File: config.mk
export PLATFORM = sky130hd
export DESIGN_NAME = sad_window_scanner
export DESIGN_NICKNAME = d
export VERILOG_FILES = /design/src/rtl/sad_window_scanner.sv
export SDC_FILE = /design/constraint.sdc
export NUM_CORES = 1
export LEC_CHECK = 0
export ABC_CLOCK_PERIOD_IN_PS = 2800
export CORE_MARGIN = 1
export CORE_UTILIZATION = 52
export CTS_BUF_LIST = sky130_fd_sc_hd__clkbuf_16
export DETAILED_ROUTE_END_ITERATION = 8
export GPL_TIMING_DRIVEN = 0
export PLACE_DENSITY_LB_ADDON = 0.15
export SETUP_SLACK_MARGIN = 0.05
export SLEW_MARGIN = 20
export SYNTH_ARGS = -nofsm -noshare
export SYNTH_HDL_FRONTEND = slang
export SYNTH_SLANG_ARGS = --single-unit
File: constraint.sdc
create_clock -name Clk -period 2.8 [get_ports Clk]
set_input_delay 0.7 -clock Clk [delete_from_list [all_inputs] [get_ports Clk]]
set_output_delay 0.7 -clock Clk [all_outputs]
set_load 0.005 [all_outputs]
File: src/rtl/sad_window_scanner.sv
// Row-major window address generator for the SAD datapath: one read address per accepted beat.
// Optional geometry check (MemWidth > FrameWidth) enabled by defining SAD_SCAN_BOUNDS_CHECK_EN.
module sad_window_scanner #(
  parameter int unsigned ADDR_W = 32,
  parameter int unsigned STRIDE = 4
) (
  input  logic              Clk,
  input  logic              Reset,
  input  logic              Start,
  input  logic [ADDR_W-1:0] BaseAddr,
  input  logic [ADDR_W-1:0] MemWidth,
  input  logic [ADDR_W-1:0] MemHeight,
  input  logic [ADDR_W-1:0] FrameWidth,
  input  logic              Stall,
  output logic [ADDR_W-1:0] Addr,
  output logic              AddrValid,
  output logic              LastCol,
  output logic              LastAddr,
  output logic              Busy,
  output logic              Done,
  output logic              GeomErr
);

  localparam int unsigned       StrideShift = $clog2(STRIDE);
  localparam logic [ADDR_W-1:0] StrideInc   = ADDR_W'(STRIDE);
  localparam logic [ADDR_W-1:0] One         = ADDR_W'(1);

  typedef enum logic [1:0] {StIdle, StScan, StDone} state_e;

  state_e            state_q;
  logic [ADDR_W-1:0] width_q, height_q, pitch_q, row_base_q, col_q, row_q, addr_q;
  logic              valid_q, last_col_q, last_addr_q, busy_q, done_q, geom_err_q;

  logic              accept, zero_size, geom_bad;
  logic [ADDR_W-1:0] col_nxt, row_nxt, row_base_nxt;
  logic              col_nxt_last, row_wrap_last_col;

  always_comb begin
    accept            = valid_q & ~Stall;
    zero_size         = (MemWidth == '0) || (MemHeight == '0);
`ifdef SAD_SCAN_BOUNDS_CHECK_EN
    geom_bad          = (MemWidth > FrameWidth);
`else
    geom_bad          = 1'b0;
`endif
    col_nxt           = col_q + One;
    row_nxt           = row_q + One;
    row_base_nxt      = row_base_q + pitch_q;
    col_nxt_last      = (col_nxt == width_q - One);
    // After a row wrap col restarts at 0, so LastCol depends only on width.
    row_wrap_last_col = (width_q == One);
  end

  always_ff @(posedge Clk) begin
    if (Reset) begin
      state_q     <= StIdle;
      width_q     <= '0;
      height_q    <= '0;
      pitch_q     <= '0;
      row_base_q  <= '0;
      col_q       <= '0;
      row_q       <= '0;
      addr_q      <= '0;
      valid_q     <= 1'b0;
      last_col_q  <= 1'b0;
      last_addr_q <= 1'b0;
      busy_q      <= 1'b0;
      done_q      <= 1'b0;
      geom_err_q  <= 1'b0;
    end else begin
      unique case (state_q)
        StIdle: begin
          done_q <= 1'b0;
          if (Start) begin
            width_q    <= MemWidth;
            height_q   <= MemHeight;
            pitch_q    <= FrameWidth << StrideShift;
            row_base_q <= BaseAddr;
            addr_q     <= BaseAddr;
            col_q      <= '0;
            row_q      <= '0;
            busy_q     <= 1'b1;
            geom_err_q <= geom_bad;
            if (zero_size || geom_bad) begin
              state_q <= StDone;
              done_q  <= 1'b1;
            end else begin
              state_q     <= StScan;
              valid_q     <= 1'b1;
              last_col_q  <= (MemWidth == One);
              last_addr_q <= (MemWidth == One) && (MemHeight == One);
            end
          end
        end
        StScan: begin
          if (accept) begin
            if (last_addr_q) begin
              state_q     <= StDone;
              valid_q     <= 1'b0;
              last_col_q  <= 1'b0;
              last_addr_q <= 1'b0;
              done_q      <= 1'b1;
            end else if (last_col_q) begin
              row_base_q  <= row_base_nxt;
              addr_q      <= row_base_nxt;
              col_q       <= '0;
              row_q       <= row_nxt;
              last_col_q  <= row_wrap_last_col;
              last_addr_q <= row_wrap_last_col && (row_nxt == height_q - One);
            end else begin
              addr_q      <= addr_q + StrideInc;
              col_q       <= col_nxt;
              last_col_q  <= col_nxt_last;
              last_addr_q <= col_nxt_last && (row_q == height_q - One);
            end
          end
        end
        StDone: begin
          state_q <= StIdle;
          done_q  <= 1'b0;
          busy_q  <= 1'b0;
        end
        default: begin
          state_q <= StIdle;
          valid_q <= 1'b0;
          busy_q  <= 1'b0;
          done_q  <= 1'b0;
        end
      endcase
    end
  end

  assign Addr      = addr_q;
  assign AddrValid = valid_q;
  assign LastCol   = last_col_q;
  assign LastAddr  = last_addr_q;
  assign Busy      = busy_q;
  assign Done      = done_q;
  assign GeomErr   = geom_err_q;

endmodule

==> metrics.txt, run 1 <==
outcome complete, but fails checks; failing checks setup timing; Final Hold Fails 0; Reg2Reg Depth 11; vias per inst 6.329; unrepaired setup endpoints after global routing true; vias in the first global route 15943; largest net degree at the start of global routing 14; CTS Root Cell clkbuf_16; flops & latches, synth 229; largest area contributor in the netlist dfxtp_1; clk sinks ~230; Die Ht 172.8 microns; area share of the largest cell type after synthesis 30.22%; Seq/Total Area, Yosys 30.22%; worst-case hold slack between 0.4 and 0.5 ns; Final Skew 0.008252 ns; GP Congestion 0.9415; Hold WC Path Type register to register; Slowest Stage Delay on Critical Path 0.53 ns; worst path required time 3.27 ns; syn_nets 2242; layout filler cell count 2450; synthesis-to-finish area growth 31.00%; worst-path cell chain inv_2 > ha_4 > xnor2_4 > a2111oi_4 > o211ai_1 > or4b_4 > a211oi_2 > nand4_1 > nor4_4 > nand3_2 > a211oi_2; Reg area 4641 sq um; WL final roughly 60000 microns; max-cap violations 0; antenna fix cells 0; worst skew pair latency 0.56 ns; fin nets roughly 2500; Post-DP HPWL 42780 microns; worst r2r dst LastCol$_SDFFE_PP0P_; Top Ports 170; routed len/inst 21.71 microns; predominant post-synthesis flop cell dfxtp_1; Port Buffers between 150 and 200; Synth Warn # 0; H-tree Lvls 1; Mapped Cells roughly 2100; CP max stage cell or4b_4; area of the multi-input gates 11030 sq um; final cycle utilization of the critical path 114.9%; syn_area_per_cell between 7 and 8 sq um; Pre-Repair DR Iteration Count 8; Setup TNS -1.055 ns; CTS Buf Count 27; DIE AREA 29860 sq um; CTS tree yes; worst path arrival time about 3.7 ns; Fmax 0.3108 GHz; post-route minimum period 3.218 ns; Top Usage Layer GRT met2; met1 Track Usage GR 50.21%; Initial Util 52.85%; LEAKAGE 0.007178 uW; Cells after DPL 2624; Max rail drop VDD 0.0005424 V; Final setup viols 8; first-pass GRT wire length 89080 microns; Post-Syn Area 15170 sq um; CP max FO 6; Post-Place Setup Slack -1.361 ns; Final WS setup -0.4176 ns; vias around 17000; Power Dens Cells around 550 nW/um^2; row cnt 62; CTS Buffer Depth 3; number of flops mapped to enable cells by yosys 0; flop-to-flop setup slack -0.42 ns; # hold bufs at CTS 0; worst hold path endpoint row_base_q[1]$_SDFFE_PP0P_; hold path startpoint row_base_q[1]$_SDFFE_PP0P_; M2 GR Usage between 60 and 70%; synth top area cells dfxtp_1 30%, nand2_1 8.7%, a21oi_1 7.8%; Max-Slew Margin vs Limit 41.22%; core area ~29000 sq um; post-route ant nets 0; Layout Cells excl Fill 2718; critical path class register to register; Async SR Flop Fraction 0%; pins over their slew limit 0; gr usage total between 30% and 40%; library cells used by synthesis 89; initial antenna violation count 0; # DRC 0; layout cells sized above 1 15.64%; WHS Path Cells 2; startpoint types register; grt total ovfl 0; DRT iter0 DRCs 1750; Setup crit end kind register; Tot Pwr roughly 11000 uW; most numerous cell on the critical path a211oi_2; CTS clock-pin slew for the worst setup and hold paths 0.06 ns; worst reg2reg startpoint width_q[0]$_SDFFE_PP0P_; Worst Max-Slew Pin Slew 0.8817 ns; grt met3 use 5.541%; die width 172.8 microns
-- metal layers --
metal / vias up / wire length [microns]
met5: - / 0
met4: 0 / 2714
met3: 196 / 5510
met2: 929 / 26480
met1: 8116 / 24310
li1: 7961 / -
-- critical path, delay by kind of cell (launching register included) --
family          cells  cell delay (ns)
simple gates        4             1.30
xor+xnor            1             0.16
compound gates      4             1.05
buf+inv             1             0.05
fa+ha+maj           1             0.19
flops               1             0.38
-- registers in the layout, summed over array words and instances, names as in the netlist --
| name | flops |
|---|---|
| row_base_q | 32 |
| pitch_q | 30 |
| state_q | 2 |
| width_q | 32 |
| LastCol | 1 |
| Done | 1 |
| AddrValid | 1 |
| LastAddr | 1 |
| row_q | 32 |
| col_q | 32 |
| height_q | 32 |
| Busy | 1 |
| Addr | 32 |
-- what timing repair did --
action	in CTS	in global routing
endpoints found under the setup margin	225	149
cloned	0	0
gates resized for setup	159	171
setup buffers	29	23
pin swaps	47	80
-- through the flow --
stage	util (%)	area, sq um
floorplan	-	15270
global placement	60.65	17410
detailed placement	60.65	17410
CTS	66.54	19100
global route	69.23	19870
finish	69.23	19870
-- synth_stat cells, drive strengths merged (5+ instances only) --
| master | count |
|---|---|
| nand2 | 351 |
| a21oi | 236 |
| dfxtp | 229 |
| nor2 | 160 |
| clkbuf | 122 |
| xnor2 | 115 |
| o21ai | 102 |
| nor4 | 75 |
| nor3 | 73 |
| nand3 | 64 |
| xor2 | 50 |
| nand4 | 37 |
| ha | 35 |
| inv | 35 |
| and3 | 33 |
| or3 | 33 |
| a22oi | 27 |
| or4 | 20 |
| a211oi | 19 |
| a21o | 14 |
| nand2b | 14 |
| and2 | 12 |
| buf | 12 |
| or2 | 12 |
| a31oi | 11 |
| nor2b | 11 |
| a2111oi | 10 |
| and4 | 10 |
| o211ai | 10 |
| a311oi | 9 |
| nand3b | 9 |
| o21a | 9 |
| nor3b | 8 |
| o22ai | 8 |
| mux2i | 7 |
| o31ai | 7 |
| a211o | 6 |
| a221oi | 5 |
| mux2 | 5 |
| o2111ai | 5 |
| o31a | 5 |
| xnor3 | 5 |
-- logic make-up after synthesis --
group                      Yosys count  synth area share [%]
DFF                                229                 30.22
other                                1               0.02472
adders and majority gates           36                 3.019
muxes                               12                0.8331
xor gates and xnor gates           171                 10.43
and+or+nand+nor                    938                 30.36
buffers and inverters              172                 4.685
AOI/OAI and AO/OA                  515                 20.42
-- where the power goes --
| group | total [uW] | switching (uW) | internal, uW |
|---|---|---|---|
| Clock | 3500 | 1490 | 2010 |
| Combinational | 3580 | 2060 | 1520 |
| Sequential | 3770 | 284 | 3480 |
-- placed cells by master (no fill, tap or decap), types with 15 or more instances in the layout --
cell               n
a21oi_1          223
a22oi_1           23
and3_1            30
buf_4             43
buf_6             16
clkbuf_1          77
clkbuf_16         27
clkbuf_2          28
clkdlybuf4s50_1  166
dfxtp_1          194
dfxtp_2           30
ha_1              20
inv_1             38
nand2_1          347
nand3_1           57
nand4_1           35
nor2_1           151
nor3_1            61
nor4_1            50
nor4_2            15
o21ai_0           88
or3_1             28
xnor2_1          109
xor2_1            49
-- layout make-up --
| type | count | area share (%) |
|---|---|---|
| inverter | 35 | 0.6737 |
| timing repair buffer | 218 | 10.52 |
| clock buffer | 27 | 3.400 |
| buffer | 131 | 3.274 |
| multi-input combinational | 1673 | 55.50 |
| clock inverter | 21 | 0.8689 |
| tap | 384 | 2.418 |
| sequential | 229 | 23.35 |
-- worst max-delay path by stage --
stage,startpoint,to,slack (ns),depth (start not counted)
after floorplan,height_q[0]$_SDFFE_PP0P_,LastAddr$_SDFFE_PP0P_,-0.04,13
after global placement,Stall,width_q[14]$_SDFFE_PP0P_,-1.31,9
after detailed placement,Stall,width_q[14]$_SDFFE_PP0P_,-1.36,9
after CTS,height_q[0]$_SDFFE_PP0P_,LastAddr$_SDFFE_PP0P_,-0.43,11
after global routing,width_q[0]$_SDFFE_PP0P_,LastAddr$_SDFFE_PP0P_,-0.53,11
final,width_q[0]$_SDFFE_PP0P_,LastCol$_SDFFE_PP0P_,-0.42,11
(Power assumes the default switching activity.)
==> inputs of run 2 (changes only) <==
--- a/config.mk
+++ b/config.mk
@@ -5,9 +5,9 @@
 export SDC_FILE = /design/constraint.sdc
 export NUM_CORES = 1
 export LEC_CHECK = 0
-export ABC_CLOCK_PERIOD_IN_PS = 2800
+export ABC_CLOCK_PERIOD_IN_PS = 3700
 export CORE_MARGIN = 1
-export CORE_UTILIZATION = 52
+export CORE_UTILIZATION = 55
 export CTS_BUF_LIST = sky130_fd_sc_hd__clkbuf_16
 export DETAILED_ROUTE_END_ITERATION = 8
 export GPL_TIMING_DRIVEN = 0
==> constraint.sdc (replaced) <==
create_clock -name Clk -period 3.7 [get_ports Clk]
set_input_delay 0.925 -clock Clk [delete_from_list [all_inputs] [get_ports Clk]]
set_output_delay 0.925 -clock Clk [all_outputs]
set_load 0.005 [all_outputs]
==> run 2 against run 1 <==
Net effect: the flow now finishes without violations; fmax shrank 10%; total power shrank 27%; clock-buffer cell count is the same; via count shrank 2.5%; clock power shrank 21%; global-route usage grew 0.67 points; sequential share of layout area grew 1.6 points; routed wire length shrank 6.0%; worst hold slack lost 0.0062 ns; critical path depth shrank 2; combinational power shrank 34%; critical path type unchanged; largest cell class unchanged; largest power group unchanged; highest routed layer unchanged.
==> metrics.txt, run 2 (synthesis results as in run 1) <==
LEAKAGE 0.006580 uW; Max-Slew Margin vs Limit between 30% and 40%; layout cells sized above 1 approximately 5.4%; gr usage total 38.34%; GP Congestion between 0.9 and 1; pins over their slew limit 0; CTS Root Cell clkbuf_16; worst path required time 4.19 ns; Worst Max-Slew Pin Slew just under 1 ns; Initial Util 56.13%; H-tree Lvls 1; post-route minimum period approximately 3.6 ns; worst path arrival time approximately 4.1 ns; worst-path cell chain and2_0 > nand4_1 > or4_1 > or3_1 > xnor3_2 > nand2_1 > nor4_2 > a311oi_2 > nor3_1; die width about 170 microns; commonest non-fill, non-tap cell in the layout nand2_1; worst skew pair latency 0.56 ns; grt total ovfl 0; Top Ports 170; first-pass GRT wire length 84830 microns; WL final approximately 56000 microns; Max rail drop VDD 0.0003610 V; initial antenna violation count 0; Post-DP HPWL 41560 microns; CTS Buffer Depth 3; startpoint types register; CTS tree yes; # DRC 0; Setup crit end kind register; Slowest Stage Delay on Critical Path 0.73 ns; most frequent cells in the layout 350 x nand2_1, 235 x a21oi_1, 228 x dfxtp_1; CP max FO 9; largest net degree at the start of global routing 15; vias per inst 6.367; Pre-Repair DR Iteration Count 8; Final setup viols 0; Final Hold Fails 0; core area 27030 sq um; Die Ht ~170 microns; Final Util about two thirds; routed len/inst 21.07 microns; Fmax between 0.2 and 0.3 GHz; max-cap violations 0; CTS Buf Count 27; outcome complete, no violations; crit path buf inv count 0; Setup TNS 0 ns; DRT iter0 DRCs slightly below 2000; unrepaired setup endpoints after global routing true; fin nets about 2400; Final Skew 0.01174 ns; clk sinks 229; final cycle utilization of the critical path 96.95%; vias in the first global route 15304; vias 16770; CP max stage cell or4_1; DIE AREA 28250 sq um; Port Buffers 166; CTS clock-pin slew for the worst setup and hold paths about 0.070 ns; Power Dens Cells approximately 430 nW/um^2; critical path class register to register; Hold WC Path Type register to register; synthesis-to-finish area growth 21.03%; CP top delay family simple AND/OR/NAND/NOR gates; row cnt 60; post-route ant nets 0
## run 2: metrics by stage
| stage | cells | hold slack, ns | setup WS [ns] | instance area, sq um | power [uW] |
|---|---|---|---|---|---|
| final | 2634 | 0.4520 | 0.1127 | 18360 | 7941 |
| after global routing | 2633 | 0.4761 | -0.05491 | 18360 | 8243 |
| after CTS | 2630 | 0.4543 | 0.05132 | 18180 | 7832 |
| after detailed placement | 2581 | 0.4466 | -0.6959 | 17260 | 5111 |
| after global placement | 2581 | 0.4378 | -0.6743 | 17260 | 5067 |
| after floorplan | 2074 | 0.4324 | 0.7490 | 15170 | 4296 |
## run 2: where the power goes
group          internal (uW)  switching (uW)
Clock                   1610            1150
Sequential              2630             204
Combinational            938            1410
Total                   5180            2760
## run 2: routing by layer
layer / up-vias / routed length, microns / global-route usage [%]
li1: 7881 / - / -
met1: 7704 / 22750 / 52.24
met2: 1026 / 24240 / 60.85
met3: 159 / 6177 / 6.135
met4: 0 / 2327 / 14.78
met5: - / 0 / 0
## run 2: cell type report
cell class                 count  area [sq um]
antenna                        1         2.502
buffer                       137         588.1
clock buffer                  27         675.6
clock inverter                22         220.2
fill                        2415          8666
inverter                      35         131.4
multi-input combinational   1673         10050
sequential                   229          4586
tap                          341         426.7
timing repair buffer         169          1684
## run 2: worst paths after layout
check | startpoint | depth (start not counted) | endpoint | slack (ns)
worst min register to register | row_base_q[0]$_SDFFE_PP0P_ | 2 | row_base_q[0]$_SDFFE_PP0P_ | 0.45
worst max register to register | row_q[0]$_SDFFE_PP0P_ | 9 | LastAddr$_SDFFE_PP0P_ | 0.11
worst max-delay path | row_q[0]$_SDFFE_PP0P_ | 9 | LastAddr$_SDFFE_PP0P_ | 0.11
worst min-delay path | row_base_q[0]$_SDFFE_PP0P_ | 2 | row_base_q[0]$_SDFFE_PP0P_ | 0.45
## run 2: timing repair
item	in CTS	in global routing
setup buffers	0	3
setup endpoints to repair	36	27
resized for setup	7	40
pin swaps	0	2
hold buffers	0	0
cloned	0	0
## run 2: worst reg2reg max path: stages, from the launching register on
cell      delay, ns
dfxtp_1        0.48
and2_0         0.33
nand4_1        0.41
or4_1          0.73
or3_1          0.47
xnor3_2        0.32
nand2_1        0.06
nor4_2         0.34
a311oi_2       0.18
nor3_1         0.19
